<file path="config.mk">
export PLATFORM = sky130hd
export DESIGN_NAME = ghostchip_sound_timer
export DESIGN_NICKNAME = d
export VERILOG_FILES = /design/src/rtl/ghostchip_sound_timer.sv
export SDC_FILE = /design/constraint.sdc
export NUM_CORES = 1
export LEC_CHECK = 0
export CORE_MARGIN = 4
export CORE_UTILIZATION = 40
export CTS_BUF_LIST = sky130_fd_sc_hd__clkbuf_4 sky130_fd_sc_hd__clkbuf_8
export DETAILED_ROUTE_END_ITERATION = 10
export GPL_TIMING_DRIVEN = 0
export SLEW_MARGIN = 0
export SYNTH_ARGS = -nofsm -noshare
export SYNTH_HDL_FRONTEND = slang
export SYNTH_SLANG_ARGS = --single-unit
</file>
<file path="constraint.sdc">
create_clock -name clk -period 5.9 [get_ports clk]
set_clock_uncertainty 0.1 [all_clocks]
set_input_delay 0.885 -clock clk [delete_from_list [all_inputs] [get_ports clk]]
set_output_delay 0.885 -clock clk [all_outputs]
set_load 0.1 [all_outputs]
</file>
<file path="src/rtl/ghostchip_sound_timer.sv">
// CHIP-8/XO-CHIP delay/sound timers plus 1-bit speaker player (legacy square or pattern buffer).
// Writes visible next cycle, spkr lags the bit index by one clock; no backpressure, inputs always accepted.
module ghostchip_sound_timer #(
    parameter int PATTERN_BYTES = 16,
    parameter int BASE_DIV      = 1250,
    parameter int PITCH_STEP    = 16,
    parameter int PER_W         = 16
) (
    input  logic                             clk,
    input  logic                             reset,
    input  logic                             vsync,
    input  logic                             dt_we,
    input  logic                             st_we,
    input  logic [7:0]                       timer_din,
    output logic [7:0]                       dt_value,
    output logic [7:0]                       st_value,
    output logic                             beep,
    input  logic                             mode,
    input  logic                             pat_we,
    input  logic [$clog2(PATTERN_BYTES)-1:0] pat_addr,
    input  logic [7:0]                       pat_din,
    input  logic                             pitch_we,
    input  logic [7:0]                       pitch_din,
    output logic                             spkr
);

    localparam int NB = PATTERN_BYTES * 8;
    localparam int IW = $clog2(NB);
    localparam logic [7:0] PITCH_RST = 8'd64;

    function automatic logic [PER_W-1:0] period_of(input logic [7:0] p);
        logic [PER_W-1:0] span;
        span = PER_W'(8'd255 - p);
        return PER_W'(BASE_DIV) + span * PER_W'(PITCH_STEP);
    endfunction

    logic             vsync_q;
    logic             tick;
    logic [7:0]       dt_q;
    logic [7:0]       st_q;
    logic [7:0]       pitch_q;
    logic [7:0]       pat_mem [PATTERN_BYTES];
    logic [IW-1:0]    bit_idx;
    logic [PER_W-1:0] per_cnt;
    logic             spkr_q;
    logic             st_active;
    logic             reload;
    logic [7:0]       cur_byte;
    logic             src_bit;

    // vsync_q resets high so a vsync already high at release is not a tick
    always_ff @(posedge clk or posedge reset) begin
        if (reset) vsync_q <= 1'b1;
        else       vsync_q <= vsync;
    end

    assign tick = vsync & ~vsync_q;

    always_ff @(posedge clk or posedge reset) begin
        if (reset) begin
            dt_q <= '0;
            st_q <= '0;
        end else begin
            if (dt_we)                      dt_q <= timer_din;
            else if (tick && dt_q != 8'd0)  dt_q <= dt_q - 8'd1;
            if (st_we)                      st_q <= timer_din;
            else if (tick && st_q != 8'd0)  st_q <= st_q - 8'd1;
        end
    end

    always_ff @(posedge clk or posedge reset) begin
        if (reset)         pitch_q <= PITCH_RST;
        else if (pitch_we) pitch_q <= pitch_din;
    end

    always_ff @(posedge clk or posedge reset) begin
        if (reset) begin
            for (int i = 0; i < PATTERN_BYTES; i++) pat_mem[i] <= '0;
        end else if (pat_we) begin
            pat_mem[pat_addr] <= pat_din;
        end
    end

    assign st_active = (st_q != 8'd0);
    assign reload    = (per_cnt <= PER_W'(1));

    // Bit 0 of the index is the MSB of byte 0; legacy tone is 0xF0 repeated
    always_comb begin
        cur_byte = pat_mem[bit_idx[IW-1:3]];
        src_bit  = mode ? cur_byte[~bit_idx[2:0]] : ~bit_idx[2];
    end

    // Idle player tracks the current pitch so the next ST load starts on a full bit
    always_ff @(posedge clk or posedge reset) begin
        if (reset) begin
            bit_idx <= '0;
            per_cnt <= period_of(PITCH_RST);
            spkr_q  <= 1'b0;
        end else begin
            spkr_q <= st_active & src_bit;
            if (!st_active) begin
                bit_idx <= '0;
                per_cnt <= period_of(pitch_q);
            end else if (reload) begin
                bit_idx <= bit_idx + 1'b1;
                per_cnt <= period_of(pitch_q);
            end else begin
                per_cnt <= per_cnt - 1'b1;
            end
        end
    end

    assign dt_value = dt_q;
    assign st_value = st_q;
    assign beep     = st_active;
    assign spkr     = spkr_q;

endmodule
</file>
; Yosys cells after proc, flatten, opt, wreduce, memory -nomap -nowiden
; Cells that the tools add are included.
[totals]
regBits = 177
out_inout_bits = 18
wordCells = 66
[op_classes]
add_sub_neg = 6
n_lt_le_gt_ge = 5
n_eq_ne = 1
muxes = 17
n_bitwise = 7
n_reduce_logical = 7
[op_table]
columns = cell, n
row1 = $bwmux W128, 1
row2 = $mux W8, 7
row3 = $bmux W8 S4, 1
row4 = $demux W8 S4, 1
row5 = $mux W16, 2
row6 = $le A16 B1 Y1 const B, 1
row7 = $reduce_bool A8 Y1, 2
row8 = $sub A16 B1 Y16 const B, 1
row9 = $sub A8 B1 Y8 const B, 2
row10 = $add A12 B13 Y14 const A, 1
row11 = $mux W7, 2
row12 = $ge A5 B5 Y1 const B, 2
row13 = $not A4 Y5, 2
row14 = $sub A8 B8 Y9 const A, 1
row15 = $add A7 B1 Y7 const B, 1
row16 = $lt A5 B1 Y1 const B, 1
row17 = $lt A3 B4 Y1 const B, 1
row18 = $reduce_bool A2 Y1, 2
row19 = $bmux W1 S3, 1
row20 = $logic_and A1 B1 Y1, 3
row21 = $not A3 Y3, 1
row22 = $and A1 B1 Y1, 2
row23 = $mux W1, 2
row24 = $ne A2 B1 Y1 const B, 1
row25 = $not A1 Y1, 2

; Depth between registers and ports, before layout
[depth]
ltp_word = 8
depth_mapped = 9
ltp_nobuf = 8

; Worst setup path before layout
; Ideal clock, no wire load.
[synth_timing]
path_type = register to output
from = reg st_q[0], in the netlist st_value[0]
to = out beep
arrival_ns = 2.230
required_ns = 4.915
path_slack_ns = 2.685
path_stages_with_launch = 6
path_buffers = 1
path_cell_list = dfrtp_1 > inv_1 > ha_1 > and3_1 > buf_6 > inv_1
[synth_between]
elab_chain_cells = 1
[synth_rtl]
columns = item, line
row1 = "start, declared", 40  ; logic [7:0] st_q;
row2 = "start signal, assigned", 66  ; if (st_we) st_q <= timer_din;
row3 = "start signal, assigned", 67  ; else if (tick && st_q != 8'd0) st_q <= st_q - 8'd1;
row4 = $reduce_bool A8 Y1, 84  ; assign st_active = (st_q != 8'd0);
row5 = "end, declared", 17  ; output logic beep,
; Every way passes these cells.

; Final worst setup path
[layout_timing]
from = reg st_q[4], in the netlist st_value[4]
to = out beep
; Same word-level chain as after synthesis.

==> flow_summary.toml <==
[yosys]
syn-num-nets = 687
postSynthAreaPerCell_um2 = 13.3
synth_cell_types = 56
yosys-top-cells-area = "dfrtp_1 50%, mux2_2 18%, mux4_2 4.7%, mux4_1 2.8%, xnor2_1 2.7%"
ys_warn_count = 0
synthArstFlopShare_pct = 100
synth-seq-cells = 177
synth_top_cell_area_share_pct = 49.7
post_synth_instance_area_um2 = 8550
synth.largest_area_cell = "dfrtp_1"
seq_area_frac_synth_pct = 51.9
synth_cells = 644
postSynth.topFlopCell = "dfrtp_1"
number_of_flops_mapped_to_enable_cells_by_yosys = 0

[layout]
final_nets = 759
n_fill_cell = 1851
growth_of_design_area_from_synthesis_to_finish_pct = 15.8
design_area_um2 = 9900
mostFrequentLayoutCell = "dfrtp_1"
layout.cells.most_common_list = "170 x dfrtp_1, 140 x mux2_2, 52 x clkdlybuf4s50_1"
antennaDiodeCount = 0
finish.utilization_pct = 47.1
stdcell_count = 1004
layout-drive-gt1-share_pct = 30.6

[route]
drt_iter0_drc = 336
totalWireLength_um = 19700
vias = 5298
avgViaCountPerCell = 5.28
drt-pass1-iter-count = 5
drc_errors = 0
antenna_violating_nets_post_route = 0
route.detailed.wl_per_inst_um = 19.6

[worst_setup_path]
worst-path-max-fanout = 10
endpoint_kind = "output port"
cp-start-kind = "register"
worst-r2r-setup-slack_ps = 3420
timing.rr.end = "spkr$_DFF_PP0_"
critical_path_arrival_ps = 2900
critical_path_class = "register to output port"
critical_path_required_ps = 4910
worst_r2r_path_depth = 8
worstReg2RegStart = "bit_idx[4]$_DFFE_PP0P_"

[timing]
finalMaxSlewViolations = 0
finalHoldWorstSlack_ps = 338
rsz0062_at_grt = "no"
setup_slack_ps = 2010
maxSlewHeadroom_pct = 23.9
tightestPinTransition_ps = 1140
setup_total_negative_slack_ps = 0
fmax_mhz = 257
final.period_utilization_pct = 65.9
number_of_endpoints_with_negative_hold_slack_in_the_final_report = 0
final.min_clock_period_ps = 3890
finalSetupViolCount = 0

[placed_design]
pre_cts_ws_ps = 2500
placed_cell_area_um2 = 9450
io_buffers = 52
post-place-cells = 972
gp_congestion = 0.795
place_hpwl_um = 13500

[global_routing]
number_of_antenna_violations_at_the_first_check_in_global_routing = 0
globalRoute.busiestLayer = "met2"
maximum_number_of_pins_on_one_net_before_global_route_repair = 119
first_global_vias = 5764
fraction_of_met2_tracks_used_by_global_routing_pct = 29.1
grt_first_pass_wirelength_um = 31600
grt.met1_usage_pct = 22.5
groute.usage.overall_pct = 17.1
total_congestion_overflow = 0
globalRouteMet3Util_pct = 2.71

[power_and_ir_drop]
power.density_cell_area_nw_per_um2 = 340
sw_frac_of_total_pct = 29.5
irDropWorstVdd_v = 0.000158
clock_power_share_pct = 27.8
switching_power_uw = 992
total_power_mw = 3.37
power.sequential.fraction_pct = 49.6
cellInternalPower_mw = 2.37
combinationalPowerShare_pct = 22.6
static-leakage-power_nw = 4.05

[clock_network]
clock_latency_ps = 460
clock-sinks = 177
cts_repair_resize_count = 0
path_clk_slew_ps = 90
cts_max_path_bufs = 2
cts.htree.levels = 4
post_cts_setup_repair_buffer_count = 0
tritoncts = "yes"
cts_made_buffers = 17
number_of_hold_buffers_added_after_cts = 0
root_buffer = "clkbuf_8"

[worst_hold_path]
hold_end = "per_cnt[4]$_DFF_PP1_"
hp-start = "pitch_q[0]$_DFFE_PP0P_"
hold_path_class = "register to register"
min_path_cells = 1

[run_status]
outcome = "finished, final reports clean"

[die]
initial_utilization_pct = 40.7
fp.dieArea_um2 = 23800
boundaryPins = 54
rows = 53
floorplan.die.height_um = 154
dieWidth_um = 154
floorplan.core_area_um2 = 21000

[run]
cap_viol_max_count = 0
power groups by stage:
stage          registers (mW)  clock network (mW)  logic, mW
6_report                 1.67               0.937      0.761
5_1_grt                  1.70                1.01      0.832
4_1_cts                  1.67               0.955      0.771
3_5_place_dp             1.69                   0      0.767
3_3_place_gp             1.67                   0      0.736
2_1_floorplan            1.75                   0      0.497
critical path, stage by stage, from the launching register on:
cell,delay (ps)
dfrtp_1,440
nor4_1,540
and3_1,260
buf_6,150
inv_1,70
clkdlybuf4s50_1,970
kinds of logic (layout without fill, tap and decap cells):
| kind of cell | Yosys count | in the layout | synth area share [%] |
|---|---|---|---|
| compound gates | 58 | 58 | 4.86 |
| xor+xnor | 37 | 37 | 3.79 |
| fa+ha+maj | 7 | 7 | 1.02 |
| buf+inv | 44 | 129 | 3.07 |
| flops | 177 | 177 | 51.9 |
| mux | 174 | 174 | 26.8 |
| simple gates | 147 | 147 | 8.62 |
cells in the mapped netlist (8+ instances only):
master and n:
a21oi_1 11, nand3_1 8, nor2_1 39, mux4_2 18, nor3_1 11, nand2_1 41
mux4_1 9, xor2_1 11, inv_1 13, xnor2_1 26, mux2_2 140, o21ai_0 17
dfrtp_1 170, clkbuf_1 16
flip-flops by register name, summed over array words and instances (netlist names):
signal,count
st_value,8
bit_idx,7
spkr,1
per_cnt,16
dt_value,8
vsync_q,1
pat_mem,128
pitch_q,8
routing by layer:
| metal | up-vias | part of all wire, % |
|---|---|---|
| met5 | - | 0 |
| met4 | 0 | 1.3 |
| met3 | 15 | 3.4 |
| met2 | 79 | 52 |
| met1 | 2726 | 44 |
| li1 | 2478 | - |
worst max path at each step:
stage / startpoint / endpoint / cells after the start
3_3_place_gp: reset / pat_mem[67]$_DFFE_PP0P_ / 2
4_1_cts: st_value[4]$_DFFE_PP0P_ / beep / 5
2_1_floorplan: reset / bit_idx[0]$_DFFE_PP0P_ / 1
3_5_place_dp: st_value[4]$_DFFE_PP0P_ / beep / 5
5_1_grt: st_value[4]$_DFFE_PP0P_ / beep / 5
6_report: st_value[4]$_DFFE_PP0P_ / beep / 5
area by class of cell:
class	count	area, um2	share of cell area, %
Clock buffer	20	269	2.72
Inverter	13	56.3	0.569
Timing Repair Buffer	53	548	5.53
Tap cell	275	344	3.47
Buffer	31	214	2.16
Clock inverter	12	181	1.83
Sequential cell	177	4440	44.8
Multi-Input combinational cell	423	3850	38.9
Note: power is estimated with default switching activity, not from simulation.
